--- src/rtl/tqvp_spike_array.sv ---
// tqvp_spike_array: NCH-channel temporal-difference spike detector on the TinyQV peripheral bus.
// Optional per-channel adaptive threshold offset is enabled by defining SPIKE_ARRAY_ADAPT_EN.
module tqvp_spike_array #(
  parameter int NCH            = 4,
  parameter int CNT_W          = 8,
  parameter int THRESH_DEFAULT = 20,
  parameter int REFRAC_DEFAULT = 0
) (
  input  logic       clk,
  input  logic       rst_n,
  input  logic [7:0] ui_in,
  output logic [7:0] uo_out,
  input  logic [3:0] address,
  input  logic       data_write,
  input  logic [7:0] data_in,
  output logic [7:0] data_out
);
  localparam logic [CNT_W-1:0] CNT_MAX = '1;

  logic [7:0] thr_reg;
  logic [2:0] ctrl_reg;
  logic [3:0] refrac_reg;

  logic       wr_thr, wr_ctrl, wr_refrac;
  logic [7:0] thr_cur, base_thr;
  logic [1:0] mode_cur;
  logic [3:0] refrac_cur;

  logic [3:0] pulse_vec, flag_vec, pol_vec;
  logic [7:0] pixel_arr  [4];
  logic [7:0] count_arr  [4];
  logic [3:0] offset_arr [4];

  assign wr_thr    = data_write && (address == 4'd4);
  assign wr_ctrl   = data_write && (address == 4'd5);
  assign wr_refrac = data_write && (address == 4'd6);

  // A config write lands on the same edge as any pending evaluation, so bypass it in.
  assign thr_cur    = wr_thr ? data_in : thr_reg;
  assign mode_cur   = wr_ctrl ? data_in[1:0] : ctrl_reg[1:0];
  assign refrac_cur = wr_refrac ? data_in[3:0] : refrac_reg;
  assign base_thr   = (thr_cur == 8'd0) ? 8'd1 : thr_cur;

  always_ff @(posedge clk or negedge rst_n) begin
    if (!rst_n) begin
      thr_reg    <= 8'(THRESH_DEFAULT);
      ctrl_reg   <= 3'd0;
      refrac_reg <= 4'(REFRAC_DEFAULT);
    end else begin
      if (wr_thr)    thr_reg    <= data_in;
      if (wr_ctrl)   ctrl_reg   <= data_in[2:0];
      if (wr_refrac) refrac_reg <= data_in[3:0];
    end
  end

  genvar gi;
  generate
    for (gi = 0; gi < 4; gi++) begin : ch_g
      if (gi < NCH) begin : act_g
        logic [7:0]       pixel_reg, prev_reg, load_val;
        logic             sample_v_reg, primed_reg, pulse_reg, flag_reg, pol_reg;
        logic [CNT_W-1:0] count_reg;
        logic [3:0]       refc_reg;
        logic             wr_pix, stream_ld, load, eval, on_c, off_c, cand, spike;
        logic             clr_flag, clr_cnt;
        logic [8:0]       diff, mag, thr_eff;

        assign wr_pix    = data_write && (address == 4'(gi));
        assign stream_ld = (gi == 0) && ctrl_reg[2];
        assign load      = wr_pix || stream_ld;
        assign load_val  = wr_pix ? data_in : ui_in;
        assign clr_flag  = data_write && (address == 4'd7) && data_in[gi];
        assign clr_cnt   = data_write && (address == 4'(8 + gi));

        assign diff  = {1'b0, pixel_reg} - {1'b0, prev_reg};
        assign mag   = diff[8] ? (9'd0 - diff) : diff;
        assign on_c  = !diff[8] && (diff != 9'd0) && (mag >= thr_eff);
        assign off_c = diff[8] && (mag >= thr_eff);
        // mode 00 both, 01 ON only, 10 OFF only, 11 neither
        assign cand  = (on_c && !mode_cur[1]) || (off_c && !mode_cur[0]);
        assign eval  = sample_v_reg && primed_reg;
        assign spike = eval && cand && (refc_reg == 4'd0);

`ifdef SPIKE_ARRAY_ADAPT_EN
        logic [3:0] offset_reg;
        logic [8:0] thr_sum;
        assign thr_sum = {1'b0, base_thr} + {5'd0, offset_reg};
        assign thr_eff = (thr_sum > 9'd255) ? 9'd255 : thr_sum;
        assign offset_arr[gi] = offset_reg;

        always_ff @(posedge clk or negedge rst_n) begin
          if (!rst_n) begin
            offset_reg <= 4'd0;
          end else if (spike) begin
            if (offset_reg != 4'd15) offset_reg <= offset_reg + 4'd1;
          end else if (eval && (offset_reg != 4'd0)) begin
            offset_reg <= offset_reg - 4'd1;
          end
        end
`else
        assign thr_eff = {1'b0, base_thr};
        assign offset_arr[gi] = 4'd0;
`endif

        always_ff @(posedge clk or negedge rst_n) begin
          if (!rst_n) begin
            pixel_reg    <= 8'd0;
            prev_reg     <= 8'd0;
            sample_v_reg <= 1'b0;
            primed_reg   <= 1'b0;
            pulse_reg    <= 1'b0;
            flag_reg     <= 1'b0;
            pol_reg      <= 1'b0;
            count_reg    <= '0;
            refc_reg     <= 4'd0;
          end else begin
            pulse_reg    <= spike;
            sample_v_reg <= load;
            if (load) pixel_reg <= load_val;
            if (sample_v_reg) begin
              prev_reg   <= pixel_reg;
              primed_reg <= 1'b1;
            end
            if (eval && (refc_reg != 4'd0)) refc_reg <= refc_reg - 4'd1;
            else if (spike)                 refc_reg <= refrac_cur;
            if (spike) begin
              flag_reg <= 1'b1;
              pol_reg  <= on_c;
            end else if (clr_flag) begin
              flag_reg <= 1'b0;
            end
            if (clr_cnt)                               count_reg <= '0;
            else if (spike && (count_reg != CNT_MAX)) count_reg <= count_reg + CNT_W'(1);
          end
        end

        assign pulse_vec[gi] = pulse_reg;
        assign flag_vec[gi]  = flag_reg;
        assign pol_vec[gi]   = pol_reg;
        assign pixel_arr[gi] = pixel_reg;
        assign count_arr[gi] = 8'(count_reg);
      end else begin : pad_g
        assign pulse_vec[gi]  = 1'b0;
        assign flag_vec[gi]   = 1'b0;
        assign pol_vec[gi]    = 1'b0;
        assign pixel_arr[gi]  = 8'd0;
        assign count_arr[gi]  = 8'd0;
        assign offset_arr[gi] = 4'd0;
      end
    end
  endgenerate

  assign uo_out = {flag_vec, pulse_vec};

  always_comb begin
    data_out = 8'd0;
    case (address)
      4'd0, 4'd1, 4'd2, 4'd3:     data_out = pixel_arr[address[1:0]];
      4'd4:                       data_out = thr_reg;
      4'd5:                       data_out = {5'd0, ctrl_reg};
      4'd6:                       data_out = {4'd0, refrac_reg};
      4'd7:                       data_out = {4'd0, flag_vec};
      4'd8, 4'd9, 4'd10, 4'd11:   data_out = count_arr[address[1:0]];
      4'd12:                      data_out = {4'd0, pol_vec};
      4'd13:                      data_out = {offset_arr[1], offset_arr[0]};
      4'd14:                      data_out = {offset_arr[3], offset_arr[2]};
      default:                    data_out = 8'd0;
    endcase
  end
endmodule

--- config.mk ---
export PLATFORM = sky130hd
export DESIGN_NAME = tqvp_spike_array
export DESIGN_NICKNAME = d
export VERILOG_FILES = /design/src/rtl/tqvp_spike_array.sv
export SDC_FILE = /design/constraint.sdc
export NUM_CORES = 1
export LEC_CHECK = 0
export CAP_MARGIN = 20
export CORE_MARGIN = 2
export CORE_UTILIZATION = 61
export DETAILED_ROUTE_END_ITERATION = 8
export HOLD_SLACK_MARGIN = 0.1
export PLACE_DENSITY = 0.79
export SLEW_MARGIN = 20
export SYNTH_ARGS = -nofsm -noshare
export SYNTH_HDL_FRONTEND = slang
export SYNTH_SLANG_ARGS = --single-unit
--- constraint.sdc ---
create_clock -name clk -period 5.85 [get_ports clk]
set_clock_uncertainty 0.2 [all_clocks]
set_input_delay 0.585 -clock clk [delete_from_list [all_inputs] [get_ports clk]]
set_output_delay 0.585 -clock clk [all_outputs]
set_load 0.02 [all_outputs]
# Yosys cells after proc, flatten, opt, wreduce, memory -nomap -nowiden
# Cells that the tools add are included.
# word_totals
register_bits	147
output_inout_bits	16
word_cells	212
# classes
add_sub_neg	16
magnitude_cmp	5
eq_ne	16
mux	40
n_bitwise	1
reduce_logical	95
# ops
op	n
8-bit 2-to-1 mux	15
1-bit logical AND	56
8-bit one-hot mux with 7 select lines	1
9-bit by 8-bit greater-or-equal comparator with 1-bit output	4
4-bit 2-to-1 mux	9
9-bit 2-to-1 mux	4
9-bit nonzero test	4
1-bit by 9-bit subtractor with 9-bit output (first input constant)	4
8-bit by 8-bit subtractor with 9-bit output	4
8-bit by 1-bit adder with 8-bit output (second input constant)	4
8-bit binary-select mux with 2-bit select	2
8-bit != test (second input constant)	4
2-bit nonzero test	12
4-bit equality test (second input constant)	5
4-bit logical NOT	5
4-bit by 3-bit equality test with 1-bit output (second input constant)	4
4-bit nonzero test	4
4-bit by 1-bit subtractor with 4-bit output (second input constant)	4
4-bit by 2-bit equality test with 1-bit output (second input constant)	2
8-bit logical NOT	1
1-bit 2-to-1 mux	8
4-bit OR reduction	2
1-bit logical NOT	6
1-bit logical OR	5
4 further kinds	4

# Logic depth before layout (Yosys ltp)
# depth
ltp_word	14
depth_mapped	21

# Worst setup path before layout
# Ideal clock, no wire load.
# synth_timing
kind	input port to flip-flop
startpoint	in address[3]
endpoint	reg ch_g[2].act_g.count_reg[4]
setup_ps	127
t_arrival_ps	4621
setup_slack_ps	901
stages	16
path_cell_list	buf_2 nand3b_1 nor3_1 mux2i_1 nand4_1 o21bai_1 ha_1 nor2b_1 o21ai_0 a31oi_1 o21ai_0 a21o_1 nand2b_1 o32a_4 or4_1 mux2_1
# synth_between
elab_chain_len	13
elab_cells_between_ends	23
classes_between	order compare: 1; eq/ne: 3; mux: 4; reduce/logical: 15
# synth_rtl
element	line_no	rtl
start, declared	13	input logic [3:0] address,
4-bit by 3-bit equality test with 1-bit output	34	assign wr_thr = data_write && (address == 4'd4);
1-bit logical AND	34	
8-bit 2-to-1 mux	--	
8-bit logical NOT	42	assign base_thr = (thr_cur == 8'd0) ? 8'd1 : thr_cur;
8-bit 2-to-1 mux	42	
9-bit by 8-bit greater-or-equal comparator with 1-bit output	77, 78	
1-bit logical AND (on tied branches)	77, 78	
1-bit logical AND	80	assign cand = (on_c && !mode_cur[1]) || (off_c && !mode_cur[0]);
1-bit logical OR	80	
1-bit logical AND (2 in a row)	82	assign spike = eval && cand && (refc_reg == 4'd0);
1-bit logical AND	133	else if (spike && (count_reg != CNT_MAX)) count_reg <= count_reg + CNT_W'(1);
2-bit nonzero test (no line)	--	
end signal, assigned	133	
end, declared	62	logic [CNT_W-1:0] count_reg;
# Parallel ways exist; a longest one is shown, timed or not.
# A chain may end at the register's enable or synchronous reset.

# Final worst setup path
# layout_timing
startpoint	reg ch_g[2].act_g.pixel_reg[0]
endpoint	reg ch_g[2].act_g.count_reg[4]
# layout_between
elab_chain_len	11
elab_cells_between_ends	16
classes_between	add/sub: 2; order compare: 1; mux: 1; reduce/logical: 12
# layout_rtl
element	line_no	rtl
start, declared	60	logic [7:0] pixel_reg, prev_reg, load_val;
start signal, assigned	119	if (load) pixel_reg <= load_val;
8-bit by 8-bit subtractor with 9-bit output *	75	assign diff = {1'b0, pixel_reg} - {1'b0, prev_reg};
1-bit by 9-bit subtractor with 9-bit output	76	assign mag = diff[8] ? (9'd0 - diff) : diff;
9-bit 2-to-1 mux	76	
9-bit by 8-bit greater-or-equal comparator with 1-bit output	77, 78	
1-bit logical AND (on tied branches)	77, 78	
1-bit logical AND	80	
1-bit logical OR *	80	
1-bit logical AND * (2 in a row)	82	
1-bit logical AND *	133	
2-bit nonzero test (no line) *	--	
# Mark *: on every way between the ends. The rest lies on a longest branch, timed or not.

==> impl_results.md <==
* CP bufs+invs at 2
* Relative slew margins at 40.5%
* Mean number of vias per cell at 6.15
* Sw power at 2.57 mW
* 1st-iter DRT viols at 694
* Kind of cell with the highest combined delay on the critical path: compound AO/OA/AOI/OAI gates
* Setup total negative slack at 0 ns
* Relative area change from synthesis to final layout at 12.7%
* Routed WL per cell at 19.3 um
* Final setup violation count at 0
* Number of antenna-violating nets in the routed design at 0
* Count of instances resized after the clock tree is built at 0
* Setup slack of the critical path after layout at 0.696 ns
* Initial core utilization at 62.8%
* WP data arrival at 5.28 ns
* Max-cap violations at 0
* Number of H-tree branching levels at 4
* Launching instance or port of the critical path: ch_g[2].act_g.pixel_reg[0]
* Net switching fraction of the power at 42.7%
* Clock Tree Root: clkbuf_16
* Clock slew at the register clock pins of the worst setup and hold paths at 0.06 ns
* Top cell type's share of synthesized area at 36.2%
* Share of power burned in combinational logic at 55.6%
* Area of the die at 17500 um2
* Die boundary width at 132 um
* Fraction of the core area covered by cells at the end of the flow at 70.9%
* Vertical die dimension at 132 um
* Unrepaired setup endpoints after global routing: no
* Fmax at 194 MHz
* Fraction of layout cells with a size suffix above 1 at 10.1%
* Peak per-stage delay on the critical path at 0.55 ns
* Total chip power at 6.01 mW
* Post-synthesis cell area at 10000 um2
* Ports placed on the boundary at 39
* Total of buffers placed on input and output ports at 38
* Number of inserted diodes at 0
* Number of enable flip-flop cells after synthesis at 0
* # clock sinks at 147
* Total clock buffers created by CTS at 17
* Sequential-to-total area share from yosys stat at 36.7%
* Number of global-route vias before repair at 8120
* Clock latency of the later-clocked register in the worst-skew pair at 0.44 ns
* Synthesis warning total at 0
* DR pass1 iterations at 6
* Sequential group share of total power at 24.1%
* Total power per unit cell area at 532 nW/um2
* Top area cells in the synthesized netlist: dfrtp_1 36%, ha_1 9.5%, nand2_1 5.1%
* Global-route usage over all layers at 31.3%
* Total number of placement rows at 46
* Final clock period utilization by the worst path at 88.1%
* RR Startpoint: ch_g[2].act_g.pixel_reg[0]
* Clock network fraction of design power at 20.3%
* Mapped Cells at 1090
* Slowest-stage cell, CP: a21oi_1
* Maximum number of pins on one net before global-route repair at 91
* Total number of nets in the final design at 1232
* Cells along the critical path: inv_1 > ha_1 > inv_1 > fa_1 > a21o_1 > a21oi_1 > o21ai_0 > a21oi_1 > nor2b_1 > xnor2_1 > ha_1 > nand2_1 > o21ai_0 > a31oi_1 > o21ai_0 > a21o_1 > nand2b_1 > o32a_4 > or4_1 > mux2_1
* LEAKAGE at 5.09 nW
* Worst setup timing slack at the placement stage at 0.732 ns
* Status: completed
* Max Slew Vio Count at 0
* Proportion of synthesized flip-flops having asynchronous set or reset at 100%
* Number of antenna violations at the first check in global routing at 0
* Startpoint Class: register
* Clock Path Buffers at 2
* TritonCTS clock tree: yes
* Number of fill cells at 1280
* Kind of path behind the tightest hold check: reg2reg
* Average instance area after synthesis at 9.19 um2
* Global-route wire length before repair at 42700 um
* Worst Path Max Fanout at 10
* Total detailed-routing wirelength at 26200 um
* Final hold violation count at 0
* Max rail drop VDD at 0.327 mV
* Cell with the most instances on the worst path: o21ai_0
* Min cycle time layout at 5.15 ns
* Congestion Overflow GR at 0
* GP Congestion at 1.02
* Worst Setup Path Type: reg2reg
* Count of state elements after synthesis at 147
* DP HPWL at 19300 um
* Floorplan core area at 15900 um2
* Area post-placement at 10600 um2
* Cell type with the highest aggregate area in the netlist: dfrtp_1
* Final standard cell area without fillers at 11300 um2
* Post-detailed-route DRC marker count at 0
* Worst Max-Slew Pin Slew at 0.890 ns
* Most used flip-flop cell after synthesis: dfrtp_1
* Post-CTS Setup Bufs at 0
* Number of vias after detailed routing at 8355
* CP Data Required Time at 5.98 ns
* Design internal power at 3.45 mW
* Syn nets at 1193
* Kind of capture point of the worst setup path: register
* Hold wc startpoint: ch_g[3].act_g.primed_reg
* Library cells used by synthesis at 82
[worst reg2reg max path, cell delays in order, from the launching register on]
cell and delay (ns):
dfrtp_1 0.41, inv_1 0.09, ha_1 0.17, inv_1 0.05, fa_1 0.40, a21o_1 0.17, a21oi_1 0.28, o21ai_0 0.12
a21oi_1 0.55, nor2b_1 0.25, xnor2_1 0.10, ha_1 0.32, nand2_1 0.06, o21ai_0 0.13, a31oi_1 0.11, o21ai_0 0.18
a21o_1 0.15, nand2b_1 0.09, o32a_4 0.35, or4_1 0.54, mux2_1 0.32
[synth_stat cells, types with 18 or more instances]
cell / instances
clkbuf_1: 22
and3_1: 19
mux2_2: 19
dfrtp_1: 145
nor2_1: 80
nor3_1: 18
nand2_1: 137
xnor2_1: 33
a21oi_1: 54
inv_1: 75
nand3_1: 32
o21ai_0: 76
xor2_1: 20
ha_1: 76
nor2b_1: 20
mux2i_1: 37
[through the flow]
step | cells | hold slack (ns)
floorplan | 1090 | 0.0894
global placement | 1325 | 0.277
detailed placement | 1325 | 0.287
CTS | 1358 | 0.302
global route | 1358 | 0.339
finish | 1358 | 0.299
[power groups by stage]
| stage | clock [mW] | combinational, mW | sequential [mW] |
|---|---|---|---|
| after floorplan | 0 | 2.59 | 1.37 |
| after global placement | 0 | 3.21 | 1.45 |
| after detailed placement | 0 | 3.29 | 1.46 |
| after CTS | 1.23 | 3.33 | 1.44 |
| after global routing | 1.27 | 3.77 | 1.48 |
| final | 1.22 | 3.34 | 1.45 |
[metal layers]
metal	global-route usage [%]	wire length (um)
met1	42.4	11500
met2	50.7	12400
met3	6.42	1690
met4	10.0	550
met5	0	0
[final cells by class]
type | count | area, um2 | area share (%)
clock buffer | 21 | 450 | 3.99
clock inverter | 11 | 200 | 1.77
inverter | 77 | 289 | 2.56
multi-input combinational | 828 | 5870 | 52.0
sequential | 147 | 3680 | 32.6
tap | 216 | 270 | 2.39
timing repair buffer | 58 | 534 | 4.73
[cells in the final DEF (no fill, tap or decap), drive strengths merged, types with 37 or more instances in the layout]
master	instances
nor2	81
dfrtp	145
nand2	137
a21oi	54
ha	76
o21ai	79
clkdlybuf4s50	37
inv	77
mux2i	37
[repair_timing]
action                                  4_1_cts  5_1_grt
endpoints found under the setup margin        0        0
endpoints found under the hold margin        87        0
hold buffers                                  1        0
[final timing paths]
| check | slack, ns | cells after the start | to |
|---|---|---|---|
| worst max-delay path | 0.70 | 20 | ch_g[2].act_g.count_reg[4] |
| worst min-delay path | 0.30 | 1 | ch_g[3].act_g.primed_reg |
| worst max register to register | 0.70 | 20 | ch_g[2].act_g.count_reg[4] |
| worst min register to register | 0.30 | 1 | ch_g[3].act_g.primed_reg |
| max in group asynchronous | 3.63 | 3 | ch_g[3].act_g.pixel_reg[1] |
| min in group asynchronous | 0.56 | 2 | ch_g[0].act_g.prev_reg[1] |
[logic make-up (layout without fill, tap and decap cells)]
kind of cell | after synthesis | after routing | synth area share, %
buf+inv | 115 | 167 | 4.66
xor+xnor | 53 | 53 | 4.63
mux | 73 | 73 | 9.54
compound gates | 240 | 240 | 15.5
fa+ha+maj | 80 | 80 | 10.3
simple gates | 382 | 382 | 18.6
flops | 147 | 147 | 36.7
(Power assumes the default switching activity.)
